## config.mk

```make
export PLATFORM = sky130hd
export DESIGN_NAME = pipe_test_sequencer_flat
export DESIGN_NICKNAME = d
export VERILOG_FILES = /design/src/rtl/pipe_test_pkg.sv /design/src/rtl/pipe_test_sequencer_if.sv /design/src/rtl/pipe_seq_watchdog.sv /design/src/rtl/pipe_test_sequencer.sv /design/src/flat_wrapper.sv
export SDC_FILE = /design/constraint.sdc
export NUM_CORES = 1
export LEC_CHECK = 0
export BUFFER_PORTS_ARGS = -buffer_cell sky130_fd_sc_hd__buf_2
export CELL_PAD_IN_SITES_DETAIL_PLACEMENT = 0
export CELL_PAD_IN_SITES_GLOBAL_PLACEMENT = 1
export CORE_MARGIN = 1.5
export CORE_UTILIZATION = 38
export CTS_CLUSTER_SIZE = 8
export DETAILED_ROUTE_END_ITERATION = 7
export GPL_TIMING_DRIVEN = 0
export PLACE_DENSITY = 0.83
export SYNTH_ARGS = -nofsm -noshare
export SYNTH_HDL_FRONTEND = slang
export SYNTH_SLANG_ARGS = --single-unit
```

## constraint.sdc

```tcl
create_clock -name clk -period 2.95 [get_ports clk]
set_input_delay 0.4425 -clock clk [delete_from_list [all_inputs] [get_ports clk]]
set_output_delay 0.4425 -clock clk [all_outputs]
set_load 0.005 [all_outputs]
```

## src/rtl/pipe_test_pkg.sv

```systemverilog
// Shared types for the pipe test sequencer: FSM states, run status codes
// and the generator pattern-mode constants.
package pipe_test_pkg;

    typedef enum logic [2:0] {
        ST_IDLE  = 3'd0,
        ST_RST   = 3'd1,
        ST_LOAD  = 3'd2,
        ST_START = 3'd3,
        ST_RUN   = 3'd4,
        ST_FIN   = 3'd5
    } state_e;

    typedef enum logic [1:0] {
        STAT_NONE    = 2'd0,
        STAT_OK      = 2'd1,
        STAT_ABORT   = 2'd2,
        STAT_TIMEOUT = 2'd3
    } status_e;

    localparam logic MODE_COUNT = 1'b0;
    localparam logic MODE_LFSR  = 1'b1;

endpackage

```

## src/rtl/pipe_test_sequencer_if.sv

```systemverilog
// Command, generator-control and status signals of the pipe test sequencer.
// slave = sequencer side, master = the controller/generator side.
interface pipe_test_sequencer_if #(
    parameter int CNT_W = 32
) ();

    logic             cmd_valid;
    logic             cmd_ready;
    logic             cmd_mode;
    logic [31:0]      cmd_throttle;
    logic [CNT_W-1:0] cmd_words;
    logic             abort;

    logic             gen_reset;
    logic             gen_start;
    logic             gen_mode;
    logic             gen_throttle_set;
    logic [31:0]      gen_throttle_val;
    logic             gen_write;
    logic             pipe_write;

    logic             busy;
    logic             done;
    logic [1:0]       status;
    logic [CNT_W-1:0] words_sent;

    modport slave (
        input  cmd_valid, cmd_mode, cmd_throttle, cmd_words, abort, gen_write,
        output cmd_ready, gen_reset, gen_start, gen_mode, gen_throttle_set,
               gen_throttle_val, pipe_write, busy, done, status, words_sent
    );

    modport master (
        output cmd_valid, cmd_mode, cmd_throttle, cmd_words, abort, gen_write,
        input  cmd_ready, gen_reset, gen_start, gen_mode, gen_throttle_set,
               gen_throttle_val, pipe_write, busy, done, status, words_sent
    );

endinterface

```

## src/rtl/pipe_seq_watchdog.sv

```systemverilog
// Stall watchdog for the RUN phase. Only compiled when PIPE_SEQ_WATCHDOG_EN
// is defined; the default build carries no watchdog logic at all.
// expired is raised in the idle cycle that brings the count to 2^TMO_W-1,
// so the sequencer leaves RUN on the same edge the counter reaches its top.
`ifdef PIPE_SEQ_WATCHDOG_EN
module pipe_seq_watchdog #(
    parameter int TMO_W = 20
) (
    input  logic clk,
    input  logic reset,
    input  logic clear,
    input  logic enable,
    output logic expired
);

    localparam logic [TMO_W-1:0] CNT_MAX = '1;
    localparam logic [TMO_W-1:0] CNT_PRE = CNT_MAX - TMO_W'(1);

    logic [TMO_W-1:0] cnt_q, cnt_d;

    // stall count: restart on progress or outside RUN, else count up
    always_comb begin
        cnt_d = cnt_q;
        if (clear || !enable) begin
            cnt_d = '0;
        end else if (cnt_q != CNT_MAX) begin
            cnt_d = cnt_q + TMO_W'(1);
        end
    end

    // counter register
    always_ff @(posedge clk) begin
        if (reset) begin
            cnt_q <= '0;
        end else begin
            cnt_q <= cnt_d;
        end
    end

    assign expired = enable && !clear && (cnt_q == CNT_PRE);

endmodule
`endif

```

## src/rtl/pipe_test_sequencer.sv

```systemverilog
// Pipe test sequencer: accepts a run command, resets and configures the
// pattern generator, gates its write strobe into the pipe FIFO and reports
// progress and the run outcome.
// Optional feature: define PIPE_SEQ_WATCHDOG_EN to add a RUN stall watchdog.
//
// state | meaning
// IDLE  | waiting for a command, generator held in reset
// RST   | generator reset held for RST_CYCLES cycles
// LOAD  | throttle value pushed to the generator
// START | one-cycle generator start pulse
// RUN   | counting gated writes until the requested word count
// FIN   | one-cycle done pulse, status valid
module pipe_test_sequencer
    import pipe_test_pkg::*;
#(
    parameter int CNT_W      = 32,
    parameter int RST_CYCLES = 4,
    parameter int TMO_W      = 20
) (
    input logic                   clk,
    input logic                   reset,
    pipe_test_sequencer_if.slave  bus
);

    localparam int               RC_W    = (RST_CYCLES > 2) ? $clog2(RST_CYCLES) : 1;
    localparam logic [RC_W-1:0]  RC_LOAD = RC_W'(RST_CYCLES - 1);

    state_e           state_q, state_d;
    logic [RC_W-1:0]  rc_q, rc_d;
    logic             mode_q, mode_d;
    logic [31:0]      thr_q, thr_d;
    logic [CNT_W-1:0] words_q, words_d;
    logic [CNT_W-1:0] sent_q, sent_d;
    status_e          status_q, status_d;

    logic accept;
    logic last_word;
    logic timeout;

    assign accept    = (state_q == ST_IDLE) && bus.cmd_valid && !bus.abort;
    assign last_word = bus.gen_write && (sent_q == words_q - CNT_W'(1));

`ifdef PIPE_SEQ_WATCHDOG_EN
    pipe_seq_watchdog #(
        .TMO_W (TMO_W)
    ) u_watchdog (
        .clk     (clk),
        .reset   (reset),
        .clear   (bus.gen_write),
        .enable  (state_q == ST_RUN),
        .expired (timeout)
    );
`else
    // no watchdog: TMO_W has no effect and this is constant false
    assign timeout = (TMO_W < 0);
`endif

    // state register
    always_ff @(posedge clk) begin
        if (reset) begin
            state_q <= ST_IDLE;
        end else begin
            state_q <= state_d;
        end
    end

    // next state; abort wins over completion and timeout
    always_comb begin
        state_d = state_q;
        unique case (state_q)
            ST_IDLE:  if (accept) state_d = ST_RST;
            ST_RST: begin
                if (bus.abort)        state_d = ST_FIN;
                else if (rc_q == '0)  state_d = ST_LOAD;
            end
            ST_LOAD: begin
                if (bus.abort || words_q == '0) state_d = ST_FIN;
                else                            state_d = ST_START;
            end
            ST_START: state_d = ST_FIN == ST_FIN && bus.abort ? ST_FIN : ST_RUN;
            ST_RUN:   if (bus.abort || last_word || timeout) state_d = ST_FIN;
            ST_FIN:   state_d = ST_IDLE;
            default:  state_d = ST_IDLE;
        endcase
    end

    // command latch, reset timer, progress count and outcome
    always_comb begin
        rc_d     = rc_q;
        mode_d   = mode_q;
        thr_d    = thr_q;
        words_d  = words_q;
        sent_d   = sent_q;
        status_d = status_q;
        if (accept) begin
            rc_d     = RC_LOAD;
            mode_d   = bus.cmd_mode;
            thr_d    = bus.cmd_throttle;
            words_d  = bus.cmd_words;
            sent_d   = '0;
            status_d = STAT_NONE;
        end
        if (state_q == ST_RST && rc_q != '0) begin
            rc_d = rc_q - RC_W'(1);
        end
        if (state_q == ST_RUN && bus.gen_write && !bus.abort) begin
            sent_d = sent_q + CNT_W'(1);
        end
        if (state_d == ST_FIN && state_q != ST_FIN) begin
            if (bus.abort)                                       status_d = STAT_ABORT;
            else if (state_q == ST_RUN && !last_word && timeout) status_d = STAT_TIMEOUT;
            else                                                 status_d = STAT_OK;
        end
    end

    // datapath registers
    always_ff @(posedge clk) begin
        if (reset) begin
            rc_q     <= '0;
            mode_q   <= MODE_COUNT;
            thr_q    <= '0;
            words_q  <= '0;
            sent_q   <= '0;
            status_q <= STAT_NONE;
        end else begin
            rc_q     <= rc_d;
            mode_q   <= mode_d;
            thr_q    <= thr_d;
            words_q  <= words_d;
            sent_q   <= sent_d;
            status_q <= status_d;
        end
    end

    // state-decoded outputs
    always_comb begin
        bus.cmd_ready        = (state_q == ST_IDLE);
        bus.gen_reset        = (state_q == ST_IDLE) || (state_q == ST_RST);
        bus.gen_throttle_set = (state_q == ST_LOAD);
        bus.gen_start        = (state_q == ST_START);
        bus.pipe_write       = bus.gen_write && (state_q == ST_RUN);
        bus.busy             = (state_q != ST_IDLE);
        bus.done             = (state_q == ST_FIN);
    end

    assign bus.gen_mode         = (mode_q == MODE_LFSR);
    assign bus.gen_throttle_val = thr_q;
    assign bus.status           = status_q;
    assign bus.words_sent       = sent_q;

endmodule
```

## src/flat_wrapper.sv

```systemverilog
// flat-port wrapper written by rule: the top's interface ports become plain ports
module pipe_test_sequencer_flat import pipe_test_pkg::*;
#(
    parameter int CNT_W      = 32,
    parameter int RST_CYCLES = 4,
    parameter int TMO_W      = 20
)
  (clk, reset, bus_cmd_valid, bus_cmd_mode, bus_cmd_throttle, bus_cmd_words, bus_abort, bus_gen_write, bus_cmd_ready, bus_gen_reset, bus_gen_start, bus_gen_mode, bus_gen_throttle_set, bus_gen_throttle_val, bus_pipe_write, bus_busy, bus_done, bus_status, bus_words_sent);
  pipe_test_sequencer_if #(.CNT_W(CNT_W)) bus_i ();
  input logic clk;
  input logic reset;
  input wire logic [$bits(bus_i.cmd_valid)-1:0] bus_cmd_valid;
  input wire logic [$bits(bus_i.cmd_mode)-1:0] bus_cmd_mode;
  input wire logic [$bits(bus_i.cmd_throttle)-1:0] bus_cmd_throttle;
  input wire logic [$bits(bus_i.cmd_words)-1:0] bus_cmd_words;
  input wire logic [$bits(bus_i.abort)-1:0] bus_abort;
  input wire logic [$bits(bus_i.gen_write)-1:0] bus_gen_write;
  output wire logic [$bits(bus_i.cmd_ready)-1:0] bus_cmd_ready;
  output wire logic [$bits(bus_i.gen_reset)-1:0] bus_gen_reset;
  output wire logic [$bits(bus_i.gen_start)-1:0] bus_gen_start;
  output wire logic [$bits(bus_i.gen_mode)-1:0] bus_gen_mode;
  output wire logic [$bits(bus_i.gen_throttle_set)-1:0] bus_gen_throttle_set;
  output wire logic [$bits(bus_i.gen_throttle_val)-1:0] bus_gen_throttle_val;
  output wire logic [$bits(bus_i.pipe_write)-1:0] bus_pipe_write;
  output wire logic [$bits(bus_i.busy)-1:0] bus_busy;
  output wire logic [$bits(bus_i.done)-1:0] bus_done;
  output wire logic [$bits(bus_i.status)-1:0] bus_status;
  output wire logic [$bits(bus_i.words_sent)-1:0] bus_words_sent;
  assign bus_i.cmd_valid = bus_cmd_valid;
  assign bus_i.cmd_mode = bus_cmd_mode;
  assign bus_i.cmd_throttle = bus_cmd_throttle;
  assign bus_i.cmd_words = bus_cmd_words;
  assign bus_i.abort = bus_abort;
  assign bus_i.gen_write = bus_gen_write;
  assign bus_cmd_ready = bus_i.cmd_ready;
  assign bus_gen_reset = bus_i.gen_reset;
  assign bus_gen_start = bus_i.gen_start;
  assign bus_gen_mode = bus_i.gen_mode;
  assign bus_gen_throttle_set = bus_i.gen_throttle_set;
  assign bus_gen_throttle_val = bus_i.gen_throttle_val;
  assign bus_pipe_write = bus_i.pipe_write;
  assign bus_busy = bus_i.busy;
  assign bus_done = bus_i.done;
  assign bus_status = bus_i.status;
  assign bus_words_sent = bus_i.words_sent;
  pipe_test_sequencer #(.CNT_W(CNT_W), .RST_CYCLES(RST_CYCLES), .TMO_W(TMO_W)) u_core (.clk(clk), .reset(reset), .bus(bus_i));
endmodule
```

==> results.tsv <==
metric	value	unit
post-synthesis cell area	0.00557	mm2
Syn Area/Cell	7.51	um2
CTS root buffer	clkbuf_16	
Row Count	44	
synth unique cells	62	
startpoint types	flip-flop	
DIE WIDTH	124	um
Vias	5721	
global-route wire length before repair	25400	um
Min-Delay Path Depth	3	
core area	0.0144	mm2
TritonCTS clock tree	built	
Max H-tree Level	3	
async set-reset flop share out of synthesis	0	%
number of global-route vias before repair	5047	
Post-synth top cells	nand2_1 (161), dfxtp_1 (104), a21oi_1 (93)	
Setup WS post-layout	0.105	ns
most common cell in the netlist	nand2_1	
pre-CTS WS	-0.440	ns
GPL Wtd Cong	0.855	
worst min path class	primary input to flip-flop	
synthesized instance count	741	
Worst Path Max Fanout	8	
Yosys warning count	0	
leak pwr	0.00278	uW
Max Slew Vio Count	0	
status	finished clean	
final setup vio count	0	
DRC violation total after the first TritonRoute iteration	350	
Synth area leaders	dfxtp_1 (37%), nand2_1 (11%), a21oi_1 (8.4%)	
min Tclk post-route	2.85	ns
Final #Nets	972	
R2R setup slack	0.10	ns
element type at the critical path end	flip-flop	
Final ANT Viol Nets	0	
die height	124	um
TritonCTS buffer count	9	
total area of sequential cells	0.00208	mm2
clock skew	0.0103	ns
relative slew slack	48.1	%
hold violation count in the final report	0	
Peak VDD IR	0.322	mV
post-synth top area share	37.4	%
Placed Cells	1067	
CTS Hold Bufs	0	
register area share after synthesis	37.4	%
Area growth syn-to-layout	24.9	%
Residual DRC	0	
Starting Density	38.6	%
initial antenna violation count	1	
Avg Vias per Cell	5.26	
WP data required	3.22	ns
hpwl dp	12200	um
port buffer count	142	
fillers	1512	
Multi-input gate area	0.00329	mm2
Worst EP arrival	3.11	ns
first-pass detailed-route iteration total	4	
fin cells	1088	
Net Count, Synth	814	
clock sink count	104	
Max Cap Violations	0	
ys flop type	dfxtp_1	
final WL	16400	um
clock slew at reported path FFs	0.08	ns
worst slew pin tran	0.778	ns
Crit Path Class	flip-flop to flip-flop	
Clock Tree Buf Depth	2	
antenna cell count	0	
clk_lat worst skew	0.36	ns
Fmax	351	MHz
IO Count	144	
layout cells sized above 1	23.2	%
number of synthesized flops with an enable pin	0	
dominant cell type by area after synthesis	dfxtp_1	
largest net degree at the start of global routing	20	
Final period util	96.4	%
Routed wire per std cell	15.1	um
PD cells	518	mW/mm2
Yosys reg bits	104	
global-route usage over all layers	21.4	%
die area	0.0154	mm2
Fin Hold WS	0.304	ns
total grt overflow	0	
FF-to-FF path depth	10	
worst paths after layout:
check	startpoint	endpoint
worst max-delay path	u_core.words_q[2]	u_core.bus.status[1]
worst max register to register	u_core.words_q[2]	u_core.bus.status[1]
worst min-delay path	bus_cmd_throttle[30]	u_core.bus.gen_throttle_val[30]
worst min register to register	u_core.bus.gen_throttle_val[21]	u_core.bus.gen_throttle_val[21]
per-stage QoR:
| step | instance area [um2] | setup TNS (ns) | power (uW) | utilization, % |
|---|---|---|---|---|
| 2_1_floorplan | 5570 | 0 | 2100 | - |
| 3_3_place_gp | 6510 | -2.40 | 2330 | 45.1 |
| 3_5_place_dp | 6510 | -2.66 | 2340 | 45.1 |
| 4_1_cts | 6850 | 0 | 3560 | 47.5 |
| 5_1_grt | 6960 | -0.0806 | 3780 | 48.2 |
| 6_report | 6960 | 0 | 3600 | 48.2 |
cells in the final DEF, fill, tap and decap left out, drive strengths merged, types with 3 or more instances in the layout:
cell type,netlist,layout
nand2b,6,6
dfxtp,104,104
o21a,6,6
o211ai,8,8
and3b,3,3
and3,11,11
inv,16,21
nand4,15,15
o21ai,14,14
and2,3,3
nor3,20,20
xor2,13,13
nand3,31,31
nand2,161,161
nor2,42,42
buf,13,162
nor2b,3,3
or4,6,6
nor3b,5,5
a31oi,7,7
nor4,10,10
or2,8,8
or3,19,19
a2bb2oi,3,3
a21oi,93,93
ha,3,3
a211oi,7,7
clkbuf,42,49
xnor2,25,25
nor4b,4,4
a311oi,6,6
worst max-delay path: stages (launching register included):
cell	delay, ns
dfxtp_1	0.39
nor4_1	0.59
nand4_1	0.16
buf_4	0.21
buf_12	0.13
o32ai_1	0.24
o2111a_1	0.30
nand4_1	0.15
nor4_4	0.28
nand4_1	0.12
and3b_1	0.17
metal layers:
metal,wire length [um],track usage [%],up-vias
met5,12,0,-
met4,215,5.75,2
met3,1150,6.55,16
met2,7620,34.7,154
met1,7400,27.7,2629
li1,-,-,2920
flip-flops by register name, summed over array words and instances (netlist names):
| signal | count |
|---|---|
| u_core.bus.gen_mode | 1 |
| u_core.bus.gen_throttle_val | 32 |
| u_core.bus.status | 2 |
| u_core.bus.words_sent | 32 |
| u_core.rc_q | 2 |
| u_core.state_q | 3 |
| u_core.words_q | 32 |
what timing repair did:
action                                 CTS  global route
gates resized for setup                  6            18
pin swaps                                3             9
endpoints found under the hold margin    0             0
setup buffers                            3             4
setup endpoints to repair               11            29
logic make-up (layout without fill, tap and decap cells):
group	after synthesis	count (layout)	share of synthesized area, %
buffers and inverters	71	234	5.39
AOI/OAI and AO/OA	168	168	18.9
adders and majority gates	3	3	0.674
muxes	4	4	0.764
and+or+nand+nor	353	353	30.9
xor gates and xnor gates	38	38	5.98
DFF	104	104	37.4
report_power, final:
group	switching (uW)	internal [uW]
registers	54.3	1470
logic	494	388
clock network	607	595
total	1160	2450
area by class of cell:
class	instances	share of cell area (%)
Buffer	53	3.38
Sequential cell	104	29.9
Clock inverter	7	0.881
Clock buffer	9	3.24
Timing Repair Buffer	149	11.2
Tap cell	184	3.31
Inverter	16	0.863
Multi-Input combinational cell	566	47.2
Power figures use the tool's default switching activity.
